===== src/rtl/pc_fetch_unit.sv =====
// MIPS instruction-fetch stage: program counter, next-PC selection and the IF/ID register.
// Optional macro BRANCH_DELAY_SLOT_EN keeps the slot instruction on redirects instead of squashing it.
module pc_fetch_unit #(
  parameter logic [31:0] RESET_PC = 32'h0000_0000
) (
  input  logic        clk,
  input  logic        rst_n,
  input  logic        stall,
  input  logic        branch_taken,
  input  logic [31:0] branch_offset_sl2,
  input  logic        jump,
  input  logic [25:0] jump_index,
  input  logic        jump_reg,
  input  logic [31:0] jr_target,
  input  logic [31:0] imem_instr,
  output logic [31:0] pc,
  output logic [31:0] ifid_pc_plus4,
  output logic [31:0] ifid_instr,
  output logic        ifid_valid,
  output logic        misalign_err
);

`ifdef BRANCH_DELAY_SLOT_EN
  localparam bit SLOT_EN = 1'b1;
`else
  localparam bit SLOT_EN = 1'b0;
`endif

  logic [31:0] pc_plus4;
  logic [31:0] next_pc;
  logic        redirect;

  // Targets are formed from ifid_pc_plus4, the instruction now sitting in ID.
  always_comb begin
    pc_plus4 = pc + 32'd4;
    redirect = jump_reg | jump | branch_taken;
    if (jump_reg)
      next_pc = {jr_target[31:2], 2'b00};
    else if (jump)
      next_pc = {ifid_pc_plus4[31:28], jump_index, 2'b00};
    else if (branch_taken)
      next_pc = ifid_pc_plus4 + branch_offset_sl2;
    else
      next_pc = pc_plus4;
  end

  always_ff @(posedge clk or negedge rst_n) begin
    if (!rst_n) begin
      pc <= RESET_PC;
    end else if (!stall) begin
      pc <= next_pc;
    end
  end

  always_ff @(posedge clk or negedge rst_n) begin
    if (!rst_n) begin
      ifid_pc_plus4 <= '0;
      ifid_instr    <= '0;
      ifid_valid    <= 1'b0;
    end else if (!stall) begin
      ifid_pc_plus4 <= pc_plus4;
      if (redirect && !SLOT_EN) begin
        ifid_instr <= '0;
        ifid_valid <= 1'b0;
      end else begin
        ifid_instr <= imem_instr;
        ifid_valid <= 1'b1;
      end
    end
  end

  always_ff @(posedge clk or negedge rst_n) begin
    if (!rst_n) begin
      misalign_err <= 1'b0;
    end else if (!stall && jump_reg && (jr_target[1:0] != 2'b00)) begin
      misalign_err <= 1'b1;
    end
  end

endmodule


===== config.mk =====
export PLATFORM = sky130hd
export DESIGN_NAME = pc_fetch_unit
export DESIGN_NICKNAME = d
export VERILOG_FILES = /design/src/rtl/pc_fetch_unit.sv
export SDC_FILE = /design/constraint.sdc
export NUM_CORES = 1
export LEC_CHECK = 0
export BUFFER_PORTS_ARGS = -buffer_cell sky130_fd_sc_hd__buf_4
export CAP_MARGIN = 25
export CORE_MARGIN = 4
export CORE_UTILIZATION = 50
export CTS_BUF_LIST = sky130_fd_sc_hd__clkbuf_8 sky130_fd_sc_hd__clkbuf_16
export DETAILED_ROUTE_END_ITERATION = 10
export HOLD_SLACK_MARGIN = 0.15
export PLACE_DENSITY = 0.8
export SLEW_MARGIN = 20
export SYNTH_ARGS = -nofsm -noshare
export SYNTH_HDL_FRONTEND = slang
export SYNTH_SLANG_ARGS = --single-unit

===== constraint.sdc =====
create_clock -name clk -period 3.8 [get_ports clk]
set_clock_uncertainty 0.05 [all_clocks]
set_input_delay 0.19 -clock clk [delete_from_list [all_inputs] [get_ports clk]]
set_output_delay 0.19 -clock clk [all_outputs]
set_load 0.02 [all_outputs]

==> results of run 1 <==
-- power by group --
part           leakage [nW]  switching, mW  total, mW  internal [mW]
clock network         0.164          0.445       1.03          0.586
logic                  3.08          0.944       1.71          0.768
registers              1.25          0.159       1.33           1.17
-- Yosys cell counts (all sizes together), types with 3 or more instances --
cell    number  share of area (%)
a211o        3               0.39
a211oi      15                1.8
a21o        16                1.8
a21oi       55                4.2
a221o        3               0.45
a22o        32                4.2
a22oi        4               0.45
a32o         3               0.45
and2         4               0.39
and3        13                1.2
and4         3               0.39
buf         11               0.83
clkbuf      33                1.9
dfrtp       98                 37
ha          32                6.0
inv         19                1.1
mux2        28                4.7
mux2i       10                1.5
nand2       72                4.1
nand2b       6               0.56
nand3       17                1.3
nand4       11                1.0
nor2        66                3.7
nor2b        3               0.28
nor3         5               0.38
nor4         3               0.28
o211ai       6               0.68
o21a         6               0.68
o21ai       50                3.8
o21bai       4               0.45
o221ai       7               0.92
o22ai        7               0.66
o31ai        8                1.1
or2          3               0.28
or3          6               0.64
xnor2       30                3.9
xor2        20                2.6
-- flip-flops by register name, summed over array words and instances (netlist names) --
name           count
pc                32
misalign_err       1
ifid_pc_plus4     32
ifid_valid         1
ifid_instr        32
-- tightest hold or removal path, cell delays in order --
cell and delay [ps]:
sky130_fd_sc_hd__buf_4 80, sky130_fd_sc_hd__o221ai_1 90, sky130_fd_sc_hd__o21ai_0 170
-- per-stage QoR --
stage               instance area (um^2)  power (mW)  instances  setup WS, ps
floorplan                           6669       2.365        738          1040
global placement                    8456       2.944       1099         772.4
detailed placement                  8456       2.969       1099         641.9
CTS                                 9353       4.052       1172         608.2
global route                        9353       4.279       1172         243.3
finish                              9353       4.075       1172         532.2
-- area by class of cell --
cell class	instances	share of cell area, %
clock buffer	9	2.408
sequential	98	26.22
multi-input combinational	577	42.42
tap	172	2.301
inverter	19	0.7625
clock inverter	7	1.084
timing repair buffer	290	24.80
-- per-layer routing --
| layer | track usage, % | wire length (um) | vias to the layer above |
|---|---|---|---|
| li1 | - | - | 3232 |
| met1 | 39.55 | 9553 | 3368 |
| met2 | 49.85 | 11210 | 342 |
| met3 | 9.469 | 2280 | 59 |
| met4 | 11.42 | 720 | 0 |
| met5 | 0 | 0 | - |
-- final timing paths --
kind / startpoint / end / slack [ps] / cells after the start
min in group asynchronous: rst_n / pc[5]$_DFFE_PN0N_ / 420 / 2
worst min register to register: misalign_err$_DFFE_PN0P_ / misalign_err$_DFFE_PN0P_ / 440 / 1
worst max register to register: ifid_pc_plus4[0]$_DFFE_PN0N_ / pc[28]$_DFFE_PN0N_ / 530 / 11
worst max-delay path: ifid_pc_plus4[0]$_DFFE_PN0N_ / pc[28]$_DFFE_PN0N_ / 530 / 11
worst min-delay path: jump_index[7] / pc[9]$_DFFE_PN0N_ / 160 / 3
max in group asynchronous: rst_n / pc[19]$_DFFE_PN0N_ / 2500 / 3
-- cells by family after synthesis --
kind of cell	count (synthesis)	share of synthesized area, %
multiplexers	38	6.229
buffers and inverters	63	3.771
XOR/XNOR	50	6.567
AO/OA/AOI/OAI	242	25.52
adder cells (fa/ha/maj)	33	6.304
AND/OR/NAND/NOR	214	14.84
flip-flops	98	36.77
==> out/results.md, run 1 <==
| Group | Result | This run |
|:---|:---|:---|
| status | Result of the run | completed |
| grt | Maximum number of pins on one net before global-route repair | 74 |
| synthesis | Commonest register cell after synthesis | sky130_fd_sc_hd__dfrtp_1 |
| synthesis | Number of synthesized register bits | 98 |
| placement | Port-buffer cells | 225 |
| timing | Hold_ws | 163.3 ps |
| clocking | Post-CTS Resized | 0 |
| critical path | Family of cells with the greatest summed delay on the critical path | compound AO/OA/AOI/OAI gates |
| grt | Overall global routing resource usage | 31.04% |
| finish | Final Core Density | 72.93% |
| clocking | Cts bufs inserted | 9 |
| timing | Endpoints failing hold | 0 |
| critical path | Data arrival time of the worst path | 3460 ps |
| die | Effective utilization at floorplan | 52.00% |
| grt | Overflow left after global routing | 0 |
| clocking | Number of clock sinks | 98 |
| clocking | Maximum clock path buffer count | 2 |
| grt | First-pass GRT wire length | 36720 um |
| synthesis | Syn nets | 899 |
| finish | Most common library cell in the layout ignoring fill and taps | sky130_fd_sc_hd__buf_4 |
| detailed routing | Count of routing violations after the opening detailed-route iteration | 468 |
| critical path | Critical path buffers and inverters | 1 |
| timing | Number of pins with negative max-slew slack in the final report | 0 |
| finish | Net count, final | 1156 |
| placement | DPL Wire Length | 16780 um |
| clocking | Root buffer cell | sky130_fd_sc_hd__clkbuf_16 |
| synthesis | Cell variety after synth | 70 |
| finish | Area taken by flip-flops and latches | 2452 um^2 |
| clocking | Number of post-CTS setup repair buffers | 0 |
| synthesis | Count of warnings emitted by yosys | 0 |
| timing | Headroom to the max-slew limit | 43.22% |
| critical path | Crit. End Element | flop |
| critical path | Crit path largest cell delay | 470 ps |
| timing | Tcrit/Tclk final | 85.99% |
| finish | Multi-input gate area in the final layout | 3968 um^2 |
| die | # IOs | 226 |
| grt | Antenna violations before repair | 0 |
| timing | Setup repair after global routing missed its margin | false |
| synthesis | Part of the Yosys area used for sequential elements | 36.77% |
| synthesis | Gate count after technology mapping | 738 |
| critical path | Peak fanout along the critical path | 4 |
| timing | Transition time at the pin with the least slew margin | 830.2 ps |
| clocking | Skew-Pair Late Insertion Delay | 360 ps |
| finish | Antenna cell count | 0 |
| grt | Vias in the first global route | 7018 |
| critical path | Crit start category | flop |
| finish | Proportion of layout cells with a drive suffix above 1 | 29.20% |
| clocking | H-Tree Depth | 3 |
| die | # rows | 41 |
| detailed routing | Vias per cell | 5.974 |
| timing | Final critical path time including I/O delays and setup | 3268 ps |
| clocking | Cts hold-fix bufs | 57 |
| detailed routing | Iteration count of the initial detailed-routing pass | 5 |
| synthesis | Cell Area, Synth | 6669 um^2 |
| clocking | CTS tree | done |
| synthesis | Count of flip-flops with a built-in enable after synthesis | 0 |
| critical path | Start-to-end type of the worst setup path | reg -> reg |
| die | Floorplan core area | 12820 um^2 |
| timing | Sum of negative setup slack | 0 ps |
| die | DIE AREA | 15250 um^2 |
| finish | Most frequent cells in the layout | 233 x sky130_fd_sc_hd__buf_4, 98 x sky130_fd_sc_hd__dfrtp_1, 72 x sky130_fd_sc_hd__nand2_1, 65 x sky130_fd_sc_hd__nor2_1, 57 x sky130_fd_sc_hd__dlygate4sd3_1 |
| detailed routing | Vias | 7001 |
| placement | Weighted congestion reported at the end of routability-driven placement | 0.9537 |
| critical path | Standard cell with the maximum stage delay on the critical path | sky130_fd_sc_hd__a21boi_0 |
| critical path | Critical Path, Cell by Cell | ha_1 > inv_1 > fa_1 > nor2b_1 > o211ai_1 > a211oi_1 > o21ai_0 > a21boi_0 > nor2_1 > o21a_1 > o311a_1 |
| finish | Layout overhead on the synthesized area | 40.24% |
| synthesis | Asr flop ratio synth | 100.0% |
| clocking | Clock transition at the registers of the reported paths | 80 ps |
| pwr | Power density normalized to cell area | 435.7 nW/um^2 |
| timing | Setup Viol. Count Final | 0 |
| detailed routing | Detail Route Antenna Nets | 0 |
| synthesis | Post-synthesis average cell area | 9.036 um^2 |
| finish | Number of inserted filler cells in the final layout | 1004 |
| die | Die Wd | 123.5 um |
| detailed routing | Per-cell routed wire length | 20.28 um |
| worst hold path | Tightest Hold Check Type | in -> reg |
| critical path | Data required time of the critical path | 4000 ps |
| run | Max-cap violation count | 0 |
| detailed routing | Post-detailed-routing wire length | 23770 um |
| detailed routing | Drc violations | 0 |
| die | Vert. Die Dim | 123.5 um |
| pwr | Max VDD drop | 0.2550 mV |
| pwr | Static Leak | 4.491 nW |
| timing | Fmax | 306.0 MHz |
Power figures use the tool's default switching activity.
==> run 2, diff against run 1 <==
--- a/config.mk
+++ b/config.mk
@@ -10,6 +10,7 @@
 export CORE_MARGIN = 4
 export CORE_UTILIZATION = 50
 export CTS_BUF_LIST = sky130_fd_sc_hd__clkbuf_8 sky130_fd_sc_hd__clkbuf_16
+export CTS_CLUSTER_DIAMETER = 80
 export DETAILED_ROUTE_END_ITERATION = 10
 export HOLD_SLACK_MARGIN = 0.15
 export PLACE_DENSITY = 0.8
==> constraint.sdc (replaced) <==
create_clock -name clk -period 3.8 [get_ports clk]
set_clock_uncertainty 0.05 [all_clocks]
set_input_delay 0.57 -clock clk [delete_from_list [all_inputs] [get_ports clk]]
set_output_delay 0.57 -clock clk [all_outputs]
set_load 0.02 [all_outputs]
==> out/results.md, run 2 (synthesis gave the netlist of run 1 again) <==
| Group | Result | This run | vs previous |
|:---|:---|:---|:---|
| status | Result of the run | completed |  |
| critical path | Worst reg2reg setup slack | 650 ps | +120 ps |
| detailed routing | Iteration count of the initial detailed-routing pass | 5 | unchanged |
| grt | Overall global routing resource usage | 29.13% | -1.9 points |
| clocking | Clock transition at the registers of the reported paths | 70 ps | about the same |
| pwr | Power density normalized to cell area | 442.8 nW/um^2 | +1.6% |
| die | Vert. Die Dim | 123.5 um | unchanged |
| timing | Setup Viol. Count Final | 0 | unchanged |
| detailed routing | WL met2 | 10390 um | -7.3% |
| worst hold path | Startpoint of the worst hold path | imem_instr[11] |  |
| grt | Vias in the first global route | 6499 | -7.4% |
| finish | Number of inserted filler cells in the final layout | 1110 | +11% |
| critical path | Critical Path, Cell by Cell | ha_1 > inv_1 > fa_1 > nor2b_1 > o211ai_1 > a211oi_1 > o21ai_0 > a21boi_0 > nor2_1 > o21a_1 > o311a_1 |  |
| die | Effective utilization at floorplan | 52.00% | unchanged |
| critical path | Crit start category | flop |  |
| timing | Sum of negative setup slack | 0 ps | unchanged |
| clocking | Number of post-CTS setup repair buffers | 0 | unchanged |
| grt | Maximum number of pins on one net before global-route repair | 69 | -6.8% |
| finish | Most frequent cells in the layout | 235 x sky130_fd_sc_hd__buf_4, 98 x sky130_fd_sc_hd__dfrtp_1, 72 x sky130_fd_sc_hd__nand2_1, 65 x sky130_fd_sc_hd__nor2_1, 54 x sky130_fd_sc_hd__a21oi_1 |  |
| timing | Final critical path time including I/O delays and setup | 3147 ps | -120.6 ps |
| critical path | Reg2reg end | pc[28]$_DFFE_PN0N_ |  |
| pwr | Max VDD drop | 0.2489 mV | -2.4% |
| critical path | Critical path buffers and inverters | 1 | unchanged |
| clocking | Number of clock sinks | 98 | unchanged |
| detailed routing | Detailed-route wire length on metal 1 | 8813 um | -7.7% |
| timing | Setup repair after global routing missed its margin | false |  |
| die | Floorplan core area | 12820 um^2 | unchanged |
| worst hold path | Hold Path End | ifid_instr[11]$_DFFE_PN0N_ |  |
| critical path | Peak fanout along the critical path | 4 | unchanged |
| finish | Net count, final | 1102 | -4.7% |
| clocking | Root buffer cell | sky130_fd_sc_hd__clkbuf_16 |  |
| detailed routing | Vias | 6660 | -4.9% |
| finish | Most common library cell in the layout ignoring fill and taps | sky130_fd_sc_hd__buf_4 |  |
| finish | Layout overhead on the synthesized area | 31.39% |  |
| critical path | Start-to-end type of the worst setup path | reg -> reg |  |
| critical path | Reg2Reg Depth | 11 | unchanged |
| finish | Largest registers in the final layout | ifid_instr (32), ifid_pc_plus4 (32), pc (32) |  |
| die | Die Wd | 123.5 um | unchanged |
| timing | Fmax | 317.7 MHz | +3.8% |
| worst hold path | Worst Hold Path Cells | 2 | -1 |
| critical path | Startpoint of the worst-slack reg-to-reg timing path | ifid_pc_plus4[0]$_DFFE_PN0N_ |  |
| detailed routing | Drc violations | 0 | unchanged |
| grt | First-pass GRT wire length | 34070 um | -7.2% |
| detailed routing | Post-detailed-routing wire length | 22060 um | -7.2% |
| run | Max-cap violation count | 0 | unchanged |
| detailed routing | Count of routing violations after the opening detailed-route iteration | 681 | +46% |
| worst hold path | Tightest Hold Check Type | in -> reg |  |
| finish | Proportion of layout cells with a drive suffix above 1 | 31.18% | +2.0 points |
| critical path | Data arrival time of the worst path | 3340 ps | -120 ps |
| critical path | Worst setup path startpoint | ifid_pc_plus4[0]$_DFFE_PN0N_ |  |
| critical path | Levels on crit path | 11 | unchanged |
| detailed routing | Vias per cell | 5.957 | -0.28% |
| timing | Tcrit/Tclk final | 82.82% | -3.2 points |
| clocking | Cts bufs inserted | 9 | unchanged |
| critical path | Family of cells with the greatest summed delay on the critical path | compound AO/OA/AOI/OAI gates |  |
| die | # rows | 41 | unchanged |
| timing | Headroom to the max-slew limit | 52.68% | +9.5 points |
| pwr | Static Leak | 4.240 nW | -5.6% |
| clocking | CTS tree | done |  |
| die | DIE AREA | 15250 um^2 | unchanged |
| placement | Weighted congestion reported at the end of routability-driven placement | 0.9200 | -3.5% |
| detailed routing | Detail Route Antenna Nets | 0 | unchanged |
| critical path | Data required time of the critical path | 3990 ps | about the same |
| detailed routing | Met3 WL | 2165 um | -5.0% |
| detailed routing | Per-cell routed wire length | 19.73 um | -2.7% |
| pwr | Total chip power | 3.880 mW | -4.8% |
| critical path | Standard cell with the maximum stage delay on the critical path | sky130_fd_sc_hd__a21boi_0 |  |
| placement | Port-buffer cells | 225 | unchanged |
| critical path | Crit path largest cell delay | 410 ps | -60 ps |
| placement | DPL Wire Length | 16670 um | -0.65% |
| clocking | Skew-Pair Late Insertion Delay | 360 ps | about the same |
| critical path | Crit. End Element | flop |  |
| timing | Number of pins with negative max-slew slack in the final report | 0 | unchanged |
| timing | Endpoints failing hold | 0 | unchanged |
| clocking | Maximum clock path buffer count | 2 | unchanged |
| detailed routing | Max Used Layer | met4 |  |
| clocking | H-Tree Depth | 3 | unchanged |
| grt | Overflow left after global routing | 0 | unchanged |
| die | # IOs | 226 | unchanged |
| timing | Transition time at the pin with the least slew margin | 709.8 ps | -120.4 ps |
| finish | Antenna cell count | 0 | unchanged |
| grt | Antenna violations before repair | 0 | unchanged |
==> run 2: metrics by stage <==
step | util (%) | std cells | cell area, um^2 | setup slack, ps | hold slack (ps)
finish | 68.32 | 1118 | 8762 | 652.8 | 373.1
global route | 68.32 | 1118 | 8762 | 320.1 | 377.9
CTS | 68.32 | 1118 | 8762 | 664.1 | 370.2
detailed placement | 66.05 | 1101 | 8471 | 450.8 | 416.7
global placement | 66.05 | 1101 | 8471 | 550.2 | 403.8
floorplan | - | 738 | 6669 | 977.7 | 224.4
==> run 2: routing by layer <==
metal	up-vias	track usage, %
met5	-	0
li1	3127	-
met4	0	11.90
met3	46	8.005
met1	3174	37.33
met2	313	46.62
==> run 2: layout make-up <==
type | instances | area (um^2) | share of cell area (%)
clock inverters | 7 | 56.30 | 0.6426
multi-input cells | 577 | 3968 | 45.28
flip-flops and latches | 98 | 2452 | 27.99
inverters | 19 | 71.32 | 0.8139
repair buffers | 236 | 1774 | 20.25
well taps | 172 | 215.2 | 2.456
clock buffers | 9 | 225.2 | 2.570
==> run 2: worst max path at each step <==
stage | endpoint | slack [ps]
after floorplan | pc[30]$_DFFE_PN0N_ | 980
after global placement | pc[28]$_DFFE_PN0N_ | 550
after detailed placement | pc[28]$_DFFE_PN0N_ | 450
after CTS | pc[28]$_DFFE_PN0N_ | 660
after global routing | pc[30]$_DFFE_PN0N_ | 320
final | pc[28]$_DFFE_PN0N_ | 650
==> run 2: timing repair <==
action	in CTS	in global routing
gates resized for setup	0	0
hold endpoints to repair	30	0
hold buffers	1	0
==> run 2: worst reg2reg max path, delay by kind of cell, from the launching register on <==
family	cells	cell delay, ps
simple gates	2	280
compound gates	6	1660
fa+ha+maj	2	590
buf+inv	1	60
flops	1	380
==> run 2: power by group <==
part	total [mW]	switching (mW)	leakage [nW]	internal (mW)
logic	1.64	0.916	2.86	0.725
registers	1.34	0.162	1.25	1.17
clock network	0.904	0.448	0.138	0.455
